### config.mk
export PLATFORM = sky130hd
export DESIGN_NAME = accel_job_seq
export DESIGN_NICKNAME = d
export VERILOG_FILES = /design/src/rtl/accel_pkg.sv /design/src/rtl/accel_wr_port.sv /design/src/rtl/accel_job_seq.sv
export SDC_FILE = /design/constraint.sdc
export NUM_CORES = 1
export LEC_CHECK = 0
export ABC_CLOCK_PERIOD_IN_PS = 17050
export BUFFER_PORTS_ARGS = -buffer_cell sky130_fd_sc_hd__buf_2
export CAP_MARGIN = 30
export CORE_MARGIN = 2
export CORE_UTILIZATION = 36
export CTS_BUF_LIST = sky130_fd_sc_hd__clkbuf_16
export DETAILED_ROUTE_END_ITERATION = 8
export GPL_TIMING_DRIVEN = 0
export PLACE_DENSITY = 0.61
export SYNTH_ARGS = -nofsm -noshare
export SYNTH_HDL_FRONTEND = slang
export SYNTH_SLANG_ARGS = --single-unit
### constraint.sdc
create_clock -name clk -period 17.05 [get_ports clk]
set_clock_uncertainty 0.2 [all_clocks]
set_input_delay 0 -clock clk [delete_from_list [all_inputs] [get_ports clk]]
set_output_delay 0 -clock clk [all_outputs]
set_load 0.01 [all_outputs]
### src/rtl/accel_pkg.sv
// Shared state codes, write-select encodings and config field widths for the accelerator job
// sequencer.
package accel_pkg;

    localparam int DATA_W   = 18;
    localparam int ADDR_W   = 16;
    localparam int DIM_W    = 8;
    localparam int DEPTH_W  = 9;
    localparam int STRIDE_W = 3;
    localparam int HALF_W   = 2;
    localparam int FLEN_W   = 13;
    localparam int BIAS_W   = 18;
    localparam int TOTAL_W  = 25;

    localparam logic [3:0] S_DIM    = 4'd0;
    localparam logic [3:0] S_DEPTH  = 4'd1;
    localparam logic [3:0] S_IMG    = 4'd2;
    localparam logic [3:0] S_STRIDE = 4'd3;
    localparam logic [3:0] S_HALF   = 4'd4;
    localparam logic [3:0] S_FLEN   = 4'd5;
    localparam logic [3:0] S_BIAS   = 4'd6;
    localparam logic [3:0] S_FILT   = 4'd7;
    localparam logic [3:0] S_RUN    = 4'd8;
    localparam logic [3:0] S_DONE   = 4'd9;
    localparam logic [3:0] S_ERR    = 4'd10;

    localparam logic [1:0] WR_SEL_IMG  = 2'd0;
    localparam logic [1:0] WR_SEL_FILT = 2'd1;

    // Full-width product so no depth*dim*dim combination can wrap.
    function automatic logic [TOTAL_W-1:0] img_words(input logic [DEPTH_W-1:0] depth,
                                                     input logic [DIM_W-1:0]   dim);
        return TOTAL_W'(depth) * TOTAL_W'(dim) * TOTAL_W'(dim);
    endfunction

endpackage

### src/rtl/accel_wr_port.sv
// Registered accelerator write port: one write per transfer strobe, idle otherwise.
module accel_wr_port
    import accel_pkg::*;
(
    input  logic              clk,
    input  logic              rst,
    input  logic              strobe,
    input  logic [ADDR_W-1:0] addr,
    input  logic [DATA_W-1:0] data,
    input  logic [1:0]        sel,
    output logic [ADDR_W-1:0] wr_addr,
    output logic [DATA_W-1:0] wr_data,
    output logic              wr_en,
    output logic [1:0]        wr_sel
);

    always_ff @(posedge clk) begin
        if (rst) begin
            wr_addr <= '0;
            wr_data <= '0;
            wr_en   <= 1'b0;
            wr_sel  <= WR_SEL_IMG;
        end else begin
            wr_en <= strobe;
            if (strobe) begin
                wr_addr <= addr;
                wr_data <= data;
                wr_sel  <= sel;
            end
        end
    end

endmodule

### src/rtl/accel_job_seq.sv
// Job sequencer: parses the header/image/filter word stream, loads the accelerator memories,
// then runs the accelerator until done, timeout, abort or error.
module accel_job_seq
    import accel_pkg::*;
#(
    parameter int unsigned RUN_TIMEOUT   = 1048576,
    parameter int unsigned MAX_IMG_WORDS = 65536
) (
    input  logic                clk,
    input  logic                rst,
    input  logic [DATA_W-1:0]   in_data,
    input  logic                in_valid,
    output logic                in_ready,
    input  logic                abort,
    input  logic                job_clr,
    output logic [DIM_W-1:0]    image_dim,
    output logic [DEPTH_W-1:0]  image_depth,
    output logic [STRIDE_W-1:0] filter_stride,
    output logic [HALF_W-1:0]   filter_halfsize,
    output logic [FLEN_W-1:0]   filter_length,
    output logic [BIAS_W-1:0]   filter_bias,
    output logic [ADDR_W-1:0]   wr_addr,
    output logic [DATA_W-1:0]   wr_data,
    output logic                wr_en,
    output logic [1:0]          wr_sel,
    output logic                accel_run,
    input  logic                accel_done,
    output logic                busy,
    output logic                done,
    output logic                err,
    output logic [3:0]          state
);

    logic [3:0]          state_q, state_d;
    logic [TOTAL_W-1:0]  cnt_q, cnt_d;
    logic [31:0]         run_cnt_q, run_cnt_d;
    logic [TOTAL_W-1:0]  img_total_q;
    logic [TOTAL_W-1:0]  img_calc;
    logic                accel_run_q;
    logic                xfer;
    logic                wr_strobe;
    logic [1:0]          wr_sel_d;
    logic [DIM_W-1:0]    image_dim_q;
    logic [DEPTH_W-1:0]  image_depth_q;
    logic [STRIDE_W-1:0] filter_stride_q;
    logic [HALF_W-1:0]   filter_halfsize_q;
    logic [FLEN_W-1:0]   filter_length_q;
    logic [BIAS_W-1:0]   filter_bias_q;

    assign in_ready = (state_q <= S_FILT);
    assign xfer     = in_valid && in_ready;
    assign img_calc = img_words(in_data[DEPTH_W-1:0], image_dim_q);

    always_comb begin
        state_d   = state_q;
        cnt_d     = cnt_q;
        run_cnt_d = run_cnt_q;
        wr_strobe = 1'b0;
        wr_sel_d  = WR_SEL_IMG;
        if (abort) begin
            state_d   = S_DIM;
            cnt_d     = '0;
            run_cnt_d = '0;
        end else begin
            case (state_q)
                S_DIM:    if (xfer) state_d = S_DEPTH;
                S_DEPTH: begin
                    if (xfer) begin
                        cnt_d = '0;
                        if (img_calc == '0 || img_calc > TOTAL_W'(MAX_IMG_WORDS)) begin
                            state_d = S_ERR;
                        end else begin
                            state_d = S_IMG;
                        end
                    end
                end
                S_IMG: begin
                    if (xfer) begin
                        wr_strobe = 1'b1;
                        if ((cnt_q + TOTAL_W'(1)) == img_total_q) begin
                            state_d = S_STRIDE;
                            cnt_d   = '0;
                        end else begin
                            cnt_d = cnt_q + TOTAL_W'(1);
                        end
                    end
                end
                S_STRIDE: if (xfer) state_d = S_HALF;
                S_HALF:   if (xfer) state_d = S_FLEN;
                S_FLEN: begin
                    if (xfer) state_d = (in_data[FLEN_W-1:0] == '0) ? S_ERR : S_BIAS;
                end
                S_BIAS: begin
                    if (xfer) begin
                        state_d = S_FILT;
                        cnt_d   = '0;
                    end
                end
                S_FILT: begin
                    if (xfer) begin
                        wr_strobe = 1'b1;
                        wr_sel_d  = WR_SEL_FILT;
                        if ((cnt_q + TOTAL_W'(1)) == TOTAL_W'(filter_length_q)) begin
                            state_d   = S_RUN;
                            cnt_d     = '0;
                            run_cnt_d = '0;
                        end else begin
                            cnt_d = cnt_q + TOTAL_W'(1);
                        end
                    end
                end
                S_RUN: begin
                    if (accel_done) begin
                        state_d = S_DONE;
                    end else if (run_cnt_q >= RUN_TIMEOUT) begin
                        state_d = S_ERR;
                    end else begin
                        run_cnt_d = run_cnt_q + 32'd1;
                    end
                end
                S_DONE, S_ERR: if (job_clr) state_d = S_DIM;
                default:  state_d = S_DIM;
            endcase
        end
    end

    always_ff @(posedge clk) begin
        if (rst) begin
            state_q           <= S_DIM;
            cnt_q             <= '0;
            run_cnt_q         <= '0;
            img_total_q       <= '0;
            accel_run_q       <= 1'b0;
            image_dim_q       <= '0;
            image_depth_q     <= '0;
            filter_stride_q   <= '0;
            filter_halfsize_q <= '0;
            filter_length_q   <= '0;
            filter_bias_q     <= '0;
        end else begin
            state_q     <= state_d;
            cnt_q       <= cnt_d;
            run_cnt_q   <= run_cnt_d;
            // One cycle late on entry keeps the run release clear of the last filter write.
            accel_run_q <= (state_q == S_RUN) && (state_d == S_RUN);
            if (xfer && !abort) begin
                case (state_q)
                    S_DIM:    image_dim_q <= in_data[DIM_W-1:0];
                    S_DEPTH: begin
                        image_depth_q <= in_data[DEPTH_W-1:0];
                        img_total_q   <= img_calc;
                    end
                    S_STRIDE: filter_stride_q   <= in_data[STRIDE_W-1:0];
                    S_HALF:   filter_halfsize_q <= in_data[HALF_W-1:0];
                    S_FLEN:   filter_length_q   <= in_data[FLEN_W-1:0];
                    S_BIAS:   filter_bias_q     <= in_data[BIAS_W-1:0];
                    default:  ;
                endcase
            end
        end
    end

    accel_wr_port u_wr_port (
        .clk     (clk),
        .rst     (rst),
        .strobe  (wr_strobe),
        .addr    (cnt_q[ADDR_W-1:0]),
        .data    (in_data),
        .sel     (wr_sel_d),
        .wr_addr (wr_addr),
        .wr_data (wr_data),
        .wr_en   (wr_en),
        .wr_sel  (wr_sel)
    );

    assign image_dim       = image_dim_q;
    assign image_depth     = image_depth_q;
    assign filter_stride   = filter_stride_q;
    assign filter_halfsize = filter_halfsize_q;
    assign filter_length   = filter_length_q;
    assign filter_bias     = filter_bias_q;
    assign accel_run       = accel_run_q;
    assign state           = state_q;
    assign busy            = (state_q != S_DIM) && (state_q <= S_RUN);
    assign done            = (state_q == S_DONE);
    assign err             = (state_q == S_ERR);

endmodule

==> tab_implementation.tex <==
\begin{tabular}{lr}
\hline
Metric & Value \\
\hline
\multicolumn{2}{l}{\textbf{Run status}} \\
\quad Run status & complete, no violations \\
\multicolumn{2}{l}{\textbf{Setup path}} \\
\quad Crit path required time & 17180 ps \\
\quad Worst reg-to-reg path cell count & 37 \\
\quad R2r endpoint & state[3] \\
\quad CP startpoint kind & register \\
\quad Max FO, Critical Path & 10 \\
\quad Launching instance or port of the critical path & image\_dim[5] \\
\quad Library cell contributing the largest single delay on the critical path & sky130\_fd\_sc\_hd\_\_or4\_1 \\
\quad Origin of the critical flop-to-flop path & image\_dim[5] \\
\quad Crit Path Class & register to register \\
\quad Type of element capturing the critical path & register \\
\quad Critical path endpoint & state[3] \\
\quad CP max stage delay & 610 ps \\
\quad Cell type with the highest occurrence count on the critical path & sky130\_fd\_sc\_hd\_\_fa\_1 \\
\quad Crit path arrival time & 11430 ps \\
\quad Register-to-Register Setup Slack & 5750 ps \\
\multicolumn{2}{l}{\textbf{Detailed routing}} \\
\quad Routed via count divided by cell count & 5.25 \\
\quad Avg WL per Cell & about 17 um \\
\quad Antenna Violating Nets Remaining & 0 \\
\quad Via count & 14000 \\
\quad Number of DRC markers in iteration 0 & 1190 \\
\quad Final routed DRC violation total & 0 \\
\quad Routed WL & 46.8 mm \\
\quad Number of optimization iterations in the first detailed-route pass & 5 \\
\multicolumn{2}{l}{\textbf{Synth}} \\
\quad Syn Nets & 2157 \\
\quad Avg Inst Size Synth & 8.11 um2 \\
\quad Number of synthesized flops with an enable pin & 0 \\
\quad Synth async-reset ratio & 0\% \\
\quad Count of synthesis-stage warnings from yosys & 0 \\
\quad Synthesized instance count & between 1500 and 2000 \\
\quad Syn Std Cell Area & $\sim$0.016 mm2 \\
\quad Yosys reg bits & around 180 \\
\quad Sequential-to-total area share from yosys stat & a little under a quarter \\
\quad Synth unique cells & 75 \\
\quad Dominant register cell in the synthesized netlist & sky130\_fd\_sc\_hd\_\_dfxtp\_1 \\
\multicolumn{2}{l}{\textbf{Pwr}} \\
\quad Net switching fraction of the power & 30.2\% \\
\quad Sequential share of power & 40.5\% \\
\quad Share of total power in the clock network & about 40\% \\
\quad Power density over the cells & 57.7 mW/mm2 \\
\quad Total power & 1.02 mW \\
\quad Internal power contribution & 0.714 mW \\
\quad Part of the total power dissipated in combinational logic & 19.4\% \\
\quad Leakage Power & 7.81 nW \\
\quad Net Switching & 0.309 mW \\
\quad Worst-case vdd ir drop & 0.0538 mV \\
\multicolumn{2}{l}{\textbf{Placement}} \\
\quad Number of port buffers & 119 \\
\quad Place WS & 5920 ps \\
\quad Cell count after placement & 2623 \\
\quad Detailed Place HPWL & 37.1 mm \\
\quad Last weighted congestion value of the routability-driven placer & $\sim$0.92 \\
\multicolumn{2}{l}{\textbf{Global route}} \\
\quad All-Layer GR Usage & 20.9\% \\
\quad Pin count of the biggest net entering global routing & 17 \\
\quad Remaining global-route overflow & 0 \\
\quad Number of antenna violations at the first check in global routing & 0 \\
\quad First-pass GRT wire length & 73.5 mm \\
\quad Via count of the first global-routing pass & about 14000 \\
\multicolumn{2}{l}{\textbf{Clock network}} \\
\quad Total number of H-tree levels & 4 \\
\quad Max clock buf depth & 2 \\
\quad Clock slew at the register clock pins of the worst setup and hold paths & 70 ps \\
\quad Setup Fix Bufs, Post-CTS & 0 \\
\quad Cts bufs inserted & 17 \\
\quad Insertion delay to the later sink of the worst-skew pair & between 400 and 500 ps \\
\quad Clock Tree Root & sky130\_fd\_sc\_hd\_\_clkbuf\_16 \\
\quad Number of sinks driven by the clock tree & $\sim$180 \\
\quad Number of instances resized during post-cts repair & 0 \\
\quad Post-cts hold buffer count & 22 \\
\quad CTS tree & built \\
\multicolumn{2}{l}{\textbf{Final layout}} \\
\quad Most common cell after layout, fill and taps aside & sky130\_fd\_sc\_hd\_\_nand2\_1 \\
\quad Number of standard cells in the layout, taps in and fillers out & 2677 \\
\quad Area Overhead vs Synth & 14.0\% \\
\quad Commonest cells after routing, fill and taps aside & sky130\_fd\_sc\_hd\_\_nand2\_1, sky130\_fd\_sc\_hd\_\_inv\_1, sky130\_fd\_sc\_hd\_\_dfxtp\_1 \\
\quad Number of nets in the layout & between 2000 and 2500 \\
\quad Fraction of final layout cells sized beyond drive strength 1 & under 10\% \\
\quad Number of antenna repair diodes & 0 \\
\quad Post-layout utilization of the core & 41.3\% \\
\quad Number of fillers in the final layout & 4365 \\
\multicolumn{2}{l}{\textbf{STA}} \\
\quad Post-layout minimum cycle time & 11300 ps \\
\quad Period Utilization, post-route & 66.3\% \\
\quad Peak clock frequency supported by timing & roughly 0.088 GHz \\
\quad Setup-failing EPs final & 0 \\
\quad Worst slew margin relative to its limit & approximately 31\% \\
\quad RSZ-0062 raised after global routing & false \\
\quad Least-Margin Pin Slew & 1030 ps \\
\quad Post-layout worst setup margin & 5750 ps \\
\quad Count of endpoints failing hold in the final timing report & 0 \\
\quad Final TNS setup & 0 ps \\
\quad Final-report max-slew violation count & 0 \\
\multicolumn{2}{l}{\textbf{Die}} \\
\quad Io pins & 123 \\
\quad Initial core utilization & 36.3\% \\
\quad Vert. Die Dim & about 210 um \\
\quad Width of the die & 212 um \\
\quad Row count & 76 \\
\quad Die Area & 0.0449 mm2 \\
\quad Core footprint & 0.0429 mm2 \\
\multicolumn{2}{l}{\textbf{Run}} \\
\quad Count of max-cap constraint violations & 0 \\
\multicolumn{2}{l}{\textbf{Worst hold path}} \\
\quad Hold Crit Class & input port to register \\
\quad Depth of the worst hold-timing path & 7 \\
\hline
\end{tabular}
-- Yosys cell counts (all sizes together) (4+ instances only) --
master	n	share of area, %
or3	24	0.97
and3	19	0.76
a21o	15	0.72
o31a	5	0.28
nand3	44	1.4
xor2	30	1.7
xnor2	62	3.5
fa	132	17
a21boi	11	0.53
mux2i	35	2.3
and4	6	0.34
ha	84	6.8
nand2b	19	0.76
o21ai	51	1.6
or4b	5	0.32
o211ai	14	0.68
a21oi	127	4.1
o21bai	6	0.29
o31ai	6	0.29
or4	8	0.41
or2	9	0.36
o21a	12	0.58
a31oi	10	0.40
clkbuf	96	2.3
and2	150	6.0
nor2	88	2.1
nor3	33	1.1
nand2	288	7.0
o2111ai	4	0.23
nor2b	13	0.52
a211oi	34	1.6
nand4	27	1.1
inv	180	4.3
nor4	22	1.1
buf	22	0.75
dfxtp	176	23
-- worst max-delay path: cells and delay by family (launching register included) --
kind	cells	cell delay (ps)
AOI/OAI and AO/OA	10	2030
xor gates and xnor gates	1	590
adders and majority gates	10	4760
buffers and inverters	10	1750
DFF	1	350
muxes	1	130
and+or+nand+nor	5	1340
-- state kept, by name (all words and copies together) (netlist names) --
name and flops:
accel_run 1, cnt_q 25, filter_bias 18, filter_halfsize 2
filter_length 13, filter_stride 3, image_depth 9, image_dim 8
img_total_q 25, run_cnt_q 32, state 4, u_wr_port.wr_addr 16
u_wr_port.wr_data 18, u_wr_port.wr_en 1, u_wr_port.wr_sel 1
-- metrics by stage --
| step | cell area (um2) | hold WS [ps] |
|---|---|---|
| finish | 17700 | 77.0 |
| global route | 17700 | 101 |
| CTS | 17700 | 40.2 |
| detailed placement | 16900 | 61.9 |
| global placement | 16900 | 55.8 |
| floorplan | 15600 | -64.0 |
-- cells by family after synthesis --
family                     Yosys count  synth area share, %
and+or+nand+nor                    765                 24.9
AOI/OAI and AO/OA                  326                 13.1
buffers and inverters              299                 7.43
adders and majority gates          217                 23.8
DFF                                176                 22.7
xor gates and xnor gates            95                 5.61
muxes                               38                 2.47
other                                1               0.0241
-- final cells by class --
class                      instances  area, um2  share of cell area [%]
sequential                       176       3520                    19.9
timing repair buffer             143        832                    4.69
clock buffer                      17        425                    2.40
clock inverter                    15        181                    1.02
tap                              585        732                    4.13
multi-input combinational       1442      10900                    61.4
inverter                         181        679                    3.83
buffer                           118        477                    2.69
-- layer usage --
| layer | GRT usage [%] | vias to the layer above | wire length [um] |
|---|---|---|---|
| met5 | 0 | - | 0 |
| met4 | 6.39 | 0 | 1140 |
| met3 | 3.71 | 61 | 2700 |
| met2 | 33.5 | 445 | 21700 |
| met1 | 28.6 | 6843 | 21300 |
| li1 | - | 6693 | - |
-- worst min-delay path by stage --
stage / endpoint / slack (ps) / start
after floorplan: filter_bias[10] / -60 / in_data[10]
after global placement: filter_bias[16] / 60 / in_data[16]
after detailed placement: u_wr_port.wr_data[16] / 60 / in_data[16]
after CTS: state[0] / 40 / job_clr
after global routing: state[3] / 100 / job_clr
final: state[0] / 80 / job_clr
-- power by group through the flow --
stage | logic, mW | registers, mW | clock network (mW)
floorplan | 0.134 | 0.424 | 0
global placement | 0.191 | 0.424 | 0
detailed placement | 0.192 | 0.424 | 0
CTS | 0.198 | 0.415 | 0.416
global route | 0.222 | 0.415 | 0.433
finish | 0.198 | 0.415 | 0.410
Note: power is estimated with default switching activity, not from simulation.
